[config.mk]
export PLATFORM = sky130hd
export DESIGN_NAME = read_port
export DESIGN_NICKNAME = d
export VERILOG_FILES = /design/src/rtl/read_port.sv
export SDC_FILE = /design/constraint.sdc
export NUM_CORES = 1
export LEC_CHECK = 0
export BUFFER_PORTS_ARGS = -buffer_cell sky130_fd_sc_hd__clkbuf_2
export CORE_MARGIN = 1
export CORE_UTILIZATION = 40
export DETAILED_ROUTE_END_ITERATION = 8
export GPL_TIMING_DRIVEN = 0
export SLEW_MARGIN = 20
export SYNTH_ARGS = -nofsm -noshare
export SYNTH_HDL_FRONTEND = slang
export SYNTH_SLANG_ARGS = --single-unit
export TNS_END_PERCENT = 30
[constraint.sdc]
create_clock -name clk -period 3.95 [get_ports clk]
set_clock_uncertainty 0.05 [all_clocks]
set_input_delay 1.185 -clock clk [delete_from_list [all_inputs] [get_ports clk]]
set_output_delay 1.185 -clock clk [all_outputs]
set_load 0.1 [all_outputs]
[src/rtl/read_port.sv]
// read_port: egress serialiser for one output port.
// Accepts a packet descriptor (length in 16-bit words), pulls 128-bit
// corrected SRAM lines over a valid/ready handshake and emits the packet
// one word per beat under downstream rd_ready backpressure, marking the
// first beat with rd_sop and the last with rd_eop.
//
// Optional build macro READ_PORT_PREFETCH_EN adds a one-line prefetch
// register.
//   - With the macro: the next line is fetched while the current line
//     drains, so line boundaries inside a packet cost no bubble.
//   - Without the macro: every line boundary inside a packet costs one
//     idle cycle (rd_vld=0).

module read_port #(
    parameter int DATA_WIDTH = 16,
    parameter int LINE_WIDTH = 128,
    parameter int LEN_WIDTH  = 9
) (
    input  logic                  clk,
    input  logic                  rst,
    input  logic                  pkt_vld,
    output logic                  pkt_rdy,
    input  logic [LEN_WIDTH-1:0]  pkt_length,
    input  logic                  line_vld,
    output logic                  line_rdy,
    input  logic [LINE_WIDTH-1:0] line_data,
    input  logic                  rd_ready,
    output logic                  rd_vld,
    output logic                  rd_sop,
    output logic                  rd_eop,
    output logic [DATA_WIDTH-1:0] rd_data,
    output logic                  busy
);

    localparam int WORDS_PER_LINE = LINE_WIDTH / DATA_WIDTH;
    localparam int IDX_WIDTH      = $clog2(WORDS_PER_LINE);

    localparam logic [IDX_WIDTH-1:0] LAST_IDX   = IDX_WIDTH'(WORDS_PER_LINE - 1);
    localparam logic [IDX_WIDTH-1:0] ZERO_IDX   = {IDX_WIDTH{1'b0}};
    localparam logic [IDX_WIDTH-1:0] ONE_IDX    = IDX_WIDTH'(1);
    localparam logic [LEN_WIDTH-1:0] ONE_WORD   = LEN_WIDTH'(1);
    localparam logic [LEN_WIDTH-1:0] ZERO_LEN   = {LEN_WIDTH{1'b0}};
    localparam logic [LINE_WIDTH-1:0] ZERO_LINE = {LINE_WIDTH{1'b0}};

    typedef enum logic [1:0] {
        IDLE  = 2'd0,
        FETCH = 2'd1,
        SEND  = 2'd2
    } state_t;

    state_t                  state_r,     state_s;
    logic [LEN_WIDTH-1:0]    remaining_r, remaining_s;
    logic [IDX_WIDTH-1:0]    idx_r,       idx_s;
    logic                    first_r,     first_s;
    logic [LINE_WIDTH-1:0]   buf_r,       buf_s;

`ifdef READ_PORT_PREFETCH_EN
    logic [LINE_WIDTH-1:0]   pf_r,        pf_s;
    logic                    pf_full_r,   pf_full_s;
    logic                    line_hs_s;
`endif

    // Output decode straight from registered state, no input-to-output paths.
    assign pkt_rdy = (state_r == IDLE);
    assign rd_vld  = (state_r == SEND);
    assign rd_sop  = (state_r == SEND) && first_r;
    assign rd_eop  = (state_r == SEND) && (remaining_r == ONE_WORD);
    assign rd_data = buf_r[DATA_WIDTH*idx_r +: DATA_WIDTH];
    assign busy    = (state_r != IDLE);

`ifdef READ_PORT_PREFETCH_EN
    // While sending, ask for a line only if the packet still needs words
    // beyond the ones left in the current line and the prefetch slot is free.
    assign line_rdy = (state_r == FETCH) ||
                      ((state_r == SEND) && !pf_full_r &&
                       (remaining_r > (LEN_WIDTH'(WORDS_PER_LINE) - LEN_WIDTH'(idx_r))));
    assign line_hs_s = line_vld && line_rdy;
`else
    assign line_rdy = (state_r == FETCH);
`endif

    // Next-state and datapath update for the descriptor/line/word handshakes.
    always_comb begin
        state_s     = state_r;
        remaining_s = remaining_r;
        idx_s       = idx_r;
        first_s     = first_r;
        buf_s       = buf_r;
`ifdef READ_PORT_PREFETCH_EN
        pf_s        = pf_r;
        pf_full_s   = pf_full_r;
`endif
        case (state_r)
            IDLE: begin
                if (pkt_vld) begin
                    remaining_s = pkt_length;
                    first_s     = 1'b1;
                    idx_s       = ZERO_IDX;
                    // A zero-length descriptor is consumed and dropped.
                    if (pkt_length != ZERO_LEN) begin
                        state_s = FETCH;
                    end else begin
                        state_s = IDLE;
                    end
                end else begin
                    state_s = IDLE;
                end
            end
            FETCH: begin
                if (line_vld) begin
                    buf_s   = line_data;
                    idx_s   = ZERO_IDX;
                    state_s = SEND;
                end else begin
                    state_s = FETCH;
                end
            end
            SEND: begin
`ifdef READ_PORT_PREFETCH_EN
                if (line_hs_s) begin
                    pf_s      = line_data;
                    pf_full_s = 1'b1;
                end else begin
                    pf_s      = pf_r;
                end
`endif
                if (rd_ready) begin
                    remaining_s = remaining_r - ONE_WORD;
                    first_s     = 1'b0;
                    if (remaining_r == ONE_WORD) begin
                        // Last word: any unused words left in the line are dropped.
                        state_s = IDLE;
`ifdef READ_PORT_PREFETCH_EN
                        pf_full_s = 1'b0;
`endif
                    end else if (idx_r == LAST_IDX) begin
`ifdef READ_PORT_PREFETCH_EN
                        if (pf_full_r) begin
                            buf_s     = pf_r;
                            pf_full_s = 1'b0;
                            idx_s     = ZERO_IDX;
                            state_s   = SEND;
                        end else if (line_hs_s) begin
                            // Line arriving exactly at the boundary goes straight
                            // into the send buffer rather than the prefetch slot.
                            buf_s     = line_data;
                            pf_full_s = 1'b0;
                            idx_s     = ZERO_IDX;
                            state_s   = SEND;
                        end else begin
                            state_s   = FETCH;
                        end
`else
                        state_s = FETCH;
`endif
                    end else begin
                        idx_s = idx_r + ONE_IDX;
                    end
                end else begin
                    state_s = SEND;
                end
            end
            default: begin
                state_s = IDLE;
            end
        endcase
    end

    // State and datapath registers with synchronous reset.
    always_ff @(posedge clk) begin
        if (rst) begin
            state_r     <= IDLE;
            remaining_r <= ZERO_LEN;
            idx_r       <= ZERO_IDX;
            first_r     <= 1'b0;
            buf_r       <= ZERO_LINE;
`ifdef READ_PORT_PREFETCH_EN
            pf_r        <= ZERO_LINE;
            pf_full_r   <= 1'b0;
`endif
        end else begin
            state_r     <= state_s;
            remaining_r <= remaining_s;
            idx_r       <= idx_s;
            first_r     <= first_s;
            buf_r       <= buf_s;
`ifdef READ_PORT_PREFETCH_EN
            pf_r        <= pf_s;
            pf_full_r   <= pf_full_s;
`endif
        end
    end

endmodule

* After elaboration in Yosys (flattened, before gate mapping)
Cells that the tools add are included.
Storage, ports and cells: latch bits 0, output and inout bits 22, memory bits (read-only) 0, memories kept 0, RAM bits 0, flip-flop bits (word level) 143, logic and storage cells 47
Cells by class: divide/modulo/power cells 0, equality and inequality tests 10, shift operators 1, muxes and demuxes 19, multiply operators 0, reductions and logical operators 10, add/sub/neg operators 2, order comparisons 0, bitwise logic cells 0
Operators by type and width (number):
- variable part select 128 x 8 -> 16 bit | 1
- 2-to-1 mux 9 bit | 2
- case mux 9 bit (2 select lines) | 1
- 2-to-1 mux 3 bit | 5
- 2-to-1 mux 2 bit | 5
- inequality test 2 bit (second input constant) | 5
- == test 9 x 1 -> 1 bit (second input constant) | 1
- case mux 3 bit (3 select lines) | 1
- nonzero test 9 bit | 1
- subtractor 9 x 1 -> 9 bit (second input constant) | 1
- case mux 2 bit (3 select lines) | 1
- AND reduction 6 bit | 1
- inequality test 4 x 2 -> 1 bit (second input constant) | 1
- nonzero test 2 bit | 2
- adder 3 x 1 -> 3 bit (second input constant) | 1
- == test 3 bit (second input constant) | 1
- 2-to-1 mux 1 bit | 3
- AND reduction 3 bit | 1
- nonzero test 3 bit | 1
- == test 2 x 1 -> 1 bit (second input constant) | 1
- == test 2 bit (second input constant) | 1
- logical AND 1 bit | 2
- logical NOT 2 bit | 1
- case mux 1 bit (2 select lines) | 1
- AND reduction 2 bit | 1

* Depth between registers and ports, before layout
Gate-level depths: netlist of the first run.
depth in word-level cells 5, gate-level depth with buffers 7, gate-level depth less buffers 6

* Worst setup path before layout of the first run
Ideal clock, no wire load.
path kind register -> output, from register remaining_r[0], to output rd_eop, slack 0.453 ns, required time 2.715 ns, stages on the path, launching flop included 5, data arrival time 2.262 ns, cell sequence dfxtp_1 > ha_1 > nor4b_2 > nand2_1 > nor2_1
Between the ends: word-level cells in the longest chain between the ends 2
Ends and longest elaborated chain:
- start: declaration | line 52 | logic [LEN_WIDTH-1:0] remaining_r, remaining_s;
- start signal: assignment | line 183 | remaining_r <= remaining_s;
- == test 9 x 1 -> 1 bit | line 67 | assign rd_eop = (state_r == SEND) && (remaining_r == ONE_WORD);
- logical AND 1 bit | line 67
- end: declaration | line 30 | output logic rd_eop,
No other way between the ends.

* Worst setup path after layout of the first run
from register idx_r[1], to output rd_data[12]
Between the ends: word-level cells in the longest chain between the ends 1
Ends and longest elaborated chain:
- start: declaration | line 53 | logic [IDX_WIDTH-1:0] idx_r, idx_s;
- start signal: assignment | line 184 | idx_r <= idx_s;
- variable part select 128 x 8 -> 16 bit | line 68 | assign rd_data = buf_r[DATA_WIDTH*idx_r +: DATA_WIDTH];
- end: declaration | line 31 | output logic [DATA_WIDTH-1:0] rd_data,
No other way between the ends.

==> results.md, run 1 <==
- F_max: 260 MHz
- Clock power share: 42.2%
- IO buf count: 162
- Distinct cell type count after synthesis: 49
- Critical path endpoint category: primary output
- Setup TNS: 0 ps
- CP Data Required Time: 2710 ps
- Area growth syn-to-layout: 25.5%
- Post-DP Area: 7520 um2
- CP max FO: 10
- DRT iter0 DRCs: 474
- Cell count after synthesis: 738
- Ant. Diodes: 0
- Vias per cell: 5.09
- Final Hold Fails: 0
- Largest net degree at the start of global routing: 17
- Clk Latency, worst-skew pair: 430 ps
- Hold_buf cts: 0
- Worst hold path type: register to register
- Synth area leaders: dfxtp_1 44%, nand2_1 15%, a21oi_1 11%
- Wirelength, routed: 19900 um
- Wirelength per Cell: 17.3 um
- Normalized max-slew margin: 54.5%
- Design Area, Final: 8080 um2
- FFs w/ async S/R, synth: 0%
- CTS buffer count: 17
- Share of layout cells above drive strength 1: 31.3%
- Most utilized layer in the global route result: met2
- Most frequent cells after synthesis: 264 x nand2_1, 144 x a21oi_1, 143 x dfxtp_1, 32 x mux4_2, 20 x buf_2
- Die ar.: 16600 um2
- Net Count, Synth: 884
- Final Critical Period: 3840 ps
- Yosys warning count: 0
- Rows: 46
- Power Internal: 2650 uW
- Seq/Total Area, Yosys: 44.4%
- Global Route Usage Sum: 24.9%
- Netlist Area Pre-Place: 6440 um2
- Hold depth: 2
- Post-Syn Area per Cell: 8.73 um2
- Final period util: 97.2%
- Worst-Margin Slew: 682 ps
- Chip Width: 129 um
- Root buffer cell: clkbuf_16
- Yosys reg bits: 143
- Vias in the first global route: 5445
- Most used DFF post-synth: dfxtp_1
- DRC viols: 0
- Final Max Tran Viols: 0
- RSZ-0062 raised after global routing: no
- CTS Sinks: 143
- Status: finished clean
- Met2 usage: 39.6%
- Reg power frac: 42.8%
- Most frequent cell after synthesis: nand2_1
- Worst setup SP type: register
- Vias: 5836
- Critical path data arrival time: 2600 ps
- Gpl congestion: 0.819
- Global route overflow: 0
- Setup violations, final: 0
- TritonRoute pass-1 iters: 5
- Routing usage on met1: 33.9%
- Post-synth top area share: 44.4%
- Post-DRT Antenna Nets: 0
- Max-Cap Viols: 0
- Gate power share: 15.1%
- Overall Power: 3650 uW
- Global routing usage on met3: 5.32%
- H-tree depth: 4
- Die extent in y: 129 um
- Max VDD drop: 0.338 mV
- Initial antenna violation count: 0
- CTS tree: done
- Nets@finish: 1065
- Switching Share: 27.3%
- Pleak: 0.00316 uW
- Starting Density: 40.7%
- CTS Buffer Depth: 2
- Crit path kind: register to primary output
- Leading area contributor after synthesis: dfxtp_1
- First-pass GRT wire length: 29800 um
- Dpl hpwl: 14900 um
- IO Count: 164
- Clk slew on worst S/H paths: 60 ps
- Number of flops mapped to enable cells by yosys: 0
- Power density cells: 452 nW/um2
- Number of fill cells: 1560
- Switching pwr: 999 uW
- Core area: 15800 um2
- FF-to-FF path depth: 6
final timing paths:
path                            slack, ps           start           to
worst max-delay path                  110        idx_r[1]  rd_data[12]
worst min-delay path                  400       buf_r[38]    buf_r[38]
worst max register to register       2050  remaining_r[1]     idx_r[0]
worst min register to register        400       buf_r[38]    buf_r[38]
worst max-delay path, cell delays in order (launching register included):
cell,delay [ps]
dfxtp_1,330
buf_2,240
buf_6,200
buf_2,300
mux4_2,400
mux2_2,310
clkbuf_2,370
through the flow:
step	cells	hold WS [ps]	worst slack (ps)	utilization, %
floorplan	738	383	453	-
global placement	1116	389	558	47.5
detailed placement	1116	395	536	47.5
CTS	1146	403	80.2	51.1
global route	1146	410	3.31	51.1
finish	1146	402	110	51.1
registers in the layout (all words and copies together), names as in the netlist:
signal,cells
idx_r,3
buf_r,128
state_r,2
remaining_r,9
first_r,1
cells in the final DEF (no fill, tap or decap), types with 3 or more instances in the layout:
cell	count
buf_4	6
nor2_1	9
a21oi_1	144
clkbuf_16	17
clkinv_2	4
and2_1	3
buf_6	15
clkbuf_1	21
nor3_1	3
inv_1	7
ha_1	4
buf_2	24
a211oi_1	4
clkbuf_2	158
dfxtp_1	143
nand3_1	3
o21ai_0	6
clkbuf_8	5
mux4_2	32
mux2_2	17
nand2_1	264
cell families after synthesis:
group | synth area share, %
muxes | 14.7
and+or+nand+nor | 19.5
buffers and inverters | 6.45
adders and majority gates | 0.777
AOI/OAI and AO/OA | 14.1
DFF | 44.4
routing by layer:
metal  share of wire (%)  routed length [um]  up-vias
li1                    -                   -     2877
met1                  47                9410     2759
met2                  46                9100      183
met3                 5.5                1100       17
met4                 1.3                 261        0
met5                   0                   0        -
power by group through the flow:
stage               Clock (uW)  Sequential, uW  Combinational, uW
global placement             0            1590                546
finish                    1540            1560                551
floorplan                    0            1580                372
detailed placement           0            1590                549
CTS                       1550            1560                551
global route              1620            1570                597
cell type report:
type	count	area [um2]	area share (%)
Clock inverter	6	57.6	0.712
Inverter	7	26.3	0.325
Buffer	61	389	4.81
Multi-Input combinational cell	527	3160	39.1
Sequential cell	143	2860	35.4
Clock buffer	24	502	6.21
Timing Repair Buffer	162	811	10.0
Tap cell	216	270	3.34
repair_timing:
item                       4_1_cts  5_1_grt
setup endpoints to repair        0        4
resized for setup                0        4
setup buffers                    0        0
Power figures use the tool's default switching activity.
==> run 2, diff against run 1 <==
--- a/config.mk
+++ b/config.mk
@@ -5,6 +5,7 @@
 export SDC_FILE = /design/constraint.sdc
 export NUM_CORES = 1
 export LEC_CHECK = 0
+export ABC_AREA = 1
 export BUFFER_PORTS_ARGS = -buffer_cell sky130_fd_sc_hd__clkbuf_2
 export CORE_MARGIN = 1
 export CORE_UTILIZATION = 40
==> run 2 against run 1 <==
Setup slack better by 130 ps; combinational power up 120%; total power increased by 20%; sequential power about the same; cell area up 2.7%; via count increased by 18%; clock-buffer cell count decreased by 2; register-to-register slack gained 210 ps; global-route usage rose by 1.0 points; critical endpoint is now rd_data[0]; largest power group is now clock.
==> results.md, run 2 <==
- Status: finished clean
- First-pass GRT wire length: 32500 um
- Largest register FFs: 128
- Netlist Area Pre-Place: 6640 um2
- DRC viols: 0
- Slowest cell on the critical path: clkbuf_1
- Setup TNS: 0 ps
- Post-DP Area: 7720 um2
- Critical path data arrival time: 2480 ps
- Switching Share: 35.6%
- Crit path kind: register to primary output
- Root buffer cell: clkbuf_16
- Largest reg by FF count: buf_r
- Net Count, Synth: 1075
- Worst-Margin Slew: 639 ps
- Wirelength, routed: 22000 um
- CTS buffer count: 17
- IO Count: 164
- Distinct cell type count after synthesis: 30
- Vias in the first global route: 6161
- Area growth syn-to-layout: 25.1%
- Die ar.: 17100 um2
- Wirelength per Cell: 16.4 um
- Hold wc startpoint: buf_r[20]
- Largest net degree at the start of global routing: 17
- CTS tree: done
- TritonRoute pass-1 iters: 5
- Share of layout cells above drive strength 1: 22.2%
- FFs w/ async S/R, synth: 0%
- Hold_buf cts: 0
- Dpl hpwl: 16800 um
- Global route overflow: 0
- Post-Syn Area per Cell: 7.14 um2
- Post-DRT Antenna Nets: 0
- Gpl congestion: 0.940
- Synth area leaders: dfxtp_1 43%, a21oi_1 15%, o21ai_0 7.5%
- Vias: 6908
- Switching pwr: 1560 uW
- Ant. Diodes: 0
- Most used DFF post-synth: dfxtp_1
- Design Area, Final: 8300 um2
- Final period util: 94.0%
- CP max FO: 10
- Worst hold path type: register to register
- Reg power frac: 36.0%
- Inst Count DP: 1307
- RSZ-0062 raised after global routing: no
- Most frequent cell after synthesis: a21oi_1
- Normalized max-slew margin: 57.4%
- Cell Count, Final, Fillers Out: 1339
- Vias per cell: 5.16
- Initial antenna violation count: 0
- Pleak: 0.00335 uW
- Critical path endpoint category: primary output
- Max VDD drop: 0.341 mV
- Core area: 16100 um2
- Final Hold Fails: 0
- Chip Width: 131 um
- Starting Density: 41.3%
- Leading cell types in the layout, fill and taps excluded: 203 x a21oi_1, 163 x clkbuf_2, 143 x dfxtp_1, 117 x nand2_1, 100 x o21ai_0
- Max-Cap Viols: 0
- H-tree depth: 4
- Setup violations, final: 0
- Crit-path cells: buf_2, clkbuf_1, a21oi_1, o21ai_0, nand3_1, o21a_1, clkbuf_2
- Clock power share: 36.4%
- Rows: 46
- Worst setup SP type: register
- Cell count after synthesis: 929
- Dpl ws: 531 ps
- Final Max Tran Viols: 0
- Max stage delay on crit path: 520 ps
- Clk Latency, worst-skew pair: 430 ps
- Global Route Usage Sum: 25.9%
- Final WS setup: 238 ps
- Number of flops mapped to enable cells by yosys: 0
- Final Util: 51.7%
- Gate power share: 27.6%
- Yosys reg bits: 143
- Leading area contributor after synthesis: dfxtp_1
- Most frequent cells after synthesis: 203 x a21oi_1, 143 x dfxtp_1, 117 x nand2_1, 100 x o21ai_0, 92 x nand3_1
- Nets@finish: 1256
- Die extent in y: 131 um
- Delay-heaviest family, CP: buffers and inverters
- Power Internal: 2830 uW
- CP Data Required Time: 2710 ps
- F_max: 269 MHz
- Most common cell after layout, fill and taps aside: a21oi_1
- Top Registers: buf_r x128, remaining_r x9, idx_r x3
- Power density cells: 528 nW/um2
- Clk slew on worst S/H paths: 60 ps
- IO buf count: 162
- Post-synth top area share: 43.1%
- Yosys warning count: 0
- CTS Sinks: 143
- CTS Buffer Depth: 2
- Final Critical Period: 3710 ps
- DRT iter0 DRCs: 545
- Buf/Inv on CP: 3
- Seq/Total Area, Yosys: 43.1%
- Beginning of the critical path: idx_r[1]
- Worst reg2reg path startpoint: state_r[1]
## run 2: cell type report
cell class                      count  area, um2
Clock inverter                     10        111
Clock buffer                       22        474
Tap cell                          216        270
Sequential cell                   143       2860
Timing Repair Buffer              162        811
Multi-Input combinational cell    614       3030
Inverter                           94        360
Buffer                             78        382
Fill cell                        1649       7750
## run 2: through the flow
stage | power (uW) | hold WS (ps)
after floorplan | 2480 | 380
after global placement | 2810 | 394
after detailed placement | 2810 | 397
after CTS | 4390 | 406
after global routing | 4560 | 414
final | 4390 | 403
## run 2: worst register-to-register path: cells and delay by family, from the launching register on
| kind | cells | cell delay, ps |
|---|---|---|
| AOI/OAI and AO/OA | 1 | 130 |
| buffers and inverters | 2 | 700 |
| DFF | 1 | 410 |
| and+or+nand+nor | 2 | 270 |
## run 2: repair_timing
item / 4_1_cts / 5_1_grt
setup buffers: 0 / 0
gates resized for setup: 0 / 2
endpoints found under the setup margin: 0 / 2
## run 2: cells by family (layout without fill, tap and decap cells)
family | after synthesis | count (layout) | synth area share [%]
simple gates | 238 | 238 | 15.7
fa+ha+maj | 4 | 4 | 0.754
compound gates | 371 | 371 | 29.1
buf+inv | 172 | 366 | 11.2
xor+xnor | 1 | 1 | 0.132
flops | 143 | 143 | 43.1
## run 2: routing by layer
layer	vias up	track usage, %	routed length [um]
met4	0	8.59	417
li1	3484	-	-
met1	3152	35.6	10100
met3	30	4.68	1520
met2	242	41.0	9900
met5	-	0	0
## run 2: power groups by stage
stage / combinational (uW) / clock (uW) / sequential, uW
floorplan: 879 / 0 / 1600
global placement: 1200 / 0 / 1610
detailed placement: 1200 / 0 / 1610
CTS: 1210 / 1610 / 1580
global route: 1300 / 1670 / 1590
finish: 1210 / 1600 / 1580
## run 2: final timing paths
path,to,slack (ps),cells past startpoint
setup / recovery,rd_data[0],240,7
hold / removal,buf_r[20],400,2
setup reg to reg,buf_r[18],2260,5
hold reg to reg,buf_r[20],400,2
==> run 3, diff against run 2 <==
--- a/config.mk
+++ b/config.mk
@@ -9,6 +9,7 @@
 export BUFFER_PORTS_ARGS = -buffer_cell sky130_fd_sc_hd__clkbuf_2
 export CORE_MARGIN = 1
 export CORE_UTILIZATION = 40
+export CTS_BUF_LIST = sky130_fd_sc_hd__clkbuf_8
 export DETAILED_ROUTE_END_ITERATION = 8
 export GPL_TIMING_DRIVEN = 0
 export SLEW_MARGIN = 20
==> constraint.sdc (replaced) <==
create_clock -name clk -period 4.1 [get_ports clk]
set_clock_uncertainty 0.05 [all_clocks]
set_input_delay 1.23 -clock clk [delete_from_list [all_inputs] [get_ports clk]]
set_output_delay 1.23 -clock clk [all_outputs]
set_load 0.1 [all_outputs]
==> run 3 against run 2 <==
Sequential cell count did not move; clock power decreased by 29%; sequential share of layout area increased by 0.82 points; first-iteration DRC count is 22% lower; critical endpoint unchanged.
==> results.md, run 3 (synthesis gave the netlist of run 2 again) <==
- Status: finished clean
- Most common cell after layout, fill and taps aside: a21oi_1
- DRC viols: 0
- R2R setup slack: 2360 ps
- Top sig layer: met4
- Ant. Diodes: 0
- Normalized max-slew margin: 57.7%
- H-tree depth: 4
- F_max: 251 MHz
- Routed wl met2: 9900 um
- Worst setup SP type: register
- Gpl congestion: 0.940
- Largest net degree at the start of global routing: 17
- Area growth syn-to-layout: 22.2%
- CP Data Required Time: 2820 ps
- DRT iter0 DRCs: 424
- Post-DRT Antenna Nets: 0
- Worst hold path type: register to register
- Final Util: 50.5%
- Crit path kind: register to primary output
- IO buf count: 162
- CTS resizes: 0
- First-pass GRT wire length: 32400 um
- Final Max Tran Viols: 0
- Root buffer cell: clkbuf_8
- Postcts setup bufs: 0
- Register Area: 2860 um2
- IO Count: 164
- Vias in the first global route: 6140
- CTS Sinks: 143
- Crit-path cells: buf_2, clkbuf_1, o21ai_0, nand3_1, o21a_1, clkbuf_2
- Max-Cap Viols: 0
- Top Registers: buf_r x128, remaining_r x9, idx_r x3
- Vias: 6898
- Global route overflow: 0
- Starting Density: 41.3%
- Final period util: 97.3%
- Setup TNS: 0 ps
- Die ar.: 17100 um2
- Nets@finish: 1256
- Overall Power: 3820 uW
- Chip Width: 131 um
- Slowest cell on the critical path: clkbuf_2
- CTS Buffer Depth: 2
- Leading cell types in the layout, fill and taps excluded: 203 x a21oi_1, 162 x clkbuf_2, 143 x dfxtp_1, 117 x nand2_1, 100 x o21ai_0
- Max VDD drop: 0.295 mV
- Number of fill cells: 1670
- Final Critical Period: 3990 ps
- Dpl hpwl: 16800 um
- Core area: 16100 um2
- Largest register FFs: 128
- Critical path endpoint category: primary output
- Worst-Margin Slew: 634 ps
- Hold WS: 406 ps
- Clk slew on worst S/H paths: 80 ps
- TritonRoute pass-1 iters: 5
- Design Area, Final: 8110 um2
- Global Route Usage Sum: 25.9%
- CP max FO: 10
- Setup violations, final: 0
- Vias per cell: 5.15
- Final Hold Fails: 0
- Power density cells: 471 nW/um2
- Hold_buf cts: 0
- Wirelength, routed: 22000 um
- Post-DP Area: 7720 um2
- Initial antenna violation count: 0
- Largest reg by FF count: buf_r
- Die extent in y: 131 um
- Critical path data arrival time: 2710 ps
- DR WL met3: 1720 um
- Max stage delay on crit path: 470 ps
- CTS buffer count: 17
- Clk Latency, worst-skew pair: 460 ps
- Share of layout cells above drive strength 1: 22.1%
- Wirelength per Cell: 16.4 um
- CTS tree: done
- Pleak: 0.00327 uW
- RSZ-0062 raised after global routing: no
- Rows: 46
- Metal-1 WL: 10000 um
- Multi-input logic area: 3030 um2
[run 3: cell count changes in the layout (fill, tap and decap cells not counted), sizes merged]
cell    delta
inv        +2
clkbuf     -2
[run 3: metal layers]
metal  global-route usage (%)  vias to the layer above
met5                        0                        -
met4                     8.11                        0
met3                     4.93                       23
met2                     41.0                      256
met1                     35.6                     3135
li1                         -                     3484
[run 3: final cells by class]
cell class | count | area share [%]
buffer | 78 | 4.69
clock buffer | 20 | 3.39
clock inverter | 12 | 1.47
inverter | 94 | 4.44
multi-input combinational | 614 | 37.4
sequential | 143 | 35.3
tap | 216 | 3.33
timing repair buffer | 162 | 10.0
[run 3: path summary, 6_finish.rpt]
path / startpoint / endpoint / depth (start not counted)
worst max register to register: state_r[1] / buf_r[18] / 5
worst min register to register: buf_r[20] / buf_r[20] / 2
worst min-delay path: buf_r[20] / buf_r[20] / 2
worst max-delay path: idx_r[0] / rd_data[0] / 6
[run 3: where the power goes]
part | internal (uW) | switching [uW] | leakage (uW)
Clock | 580 | 552 | 0.000203
Sequential | 1480 | 37.5 | 0.00117
Combinational | 300 | 869 | 0.00190
Total | 2360 | 1460 | 0.00327
[run 3: critical path: cells and delay by family (launching register included)]
family,cells,cell delay [ps]
buffers and inverters,3,1130
AOI/OAI and AO/OA,2,460
DFF,1,420
and+or+nand+nor,1,240
[run 3: through the flow]
| step | setup slack, ps | std cells |
|---|---|---|
| global placement | 629 | 1307 |
| floorplan | 175 | 929 |
| global route | 35.4 | 1339 |
| CTS | 144 | 1339 |
| finish | 112 | 1339 |
| detailed placement | 636 | 1307 |
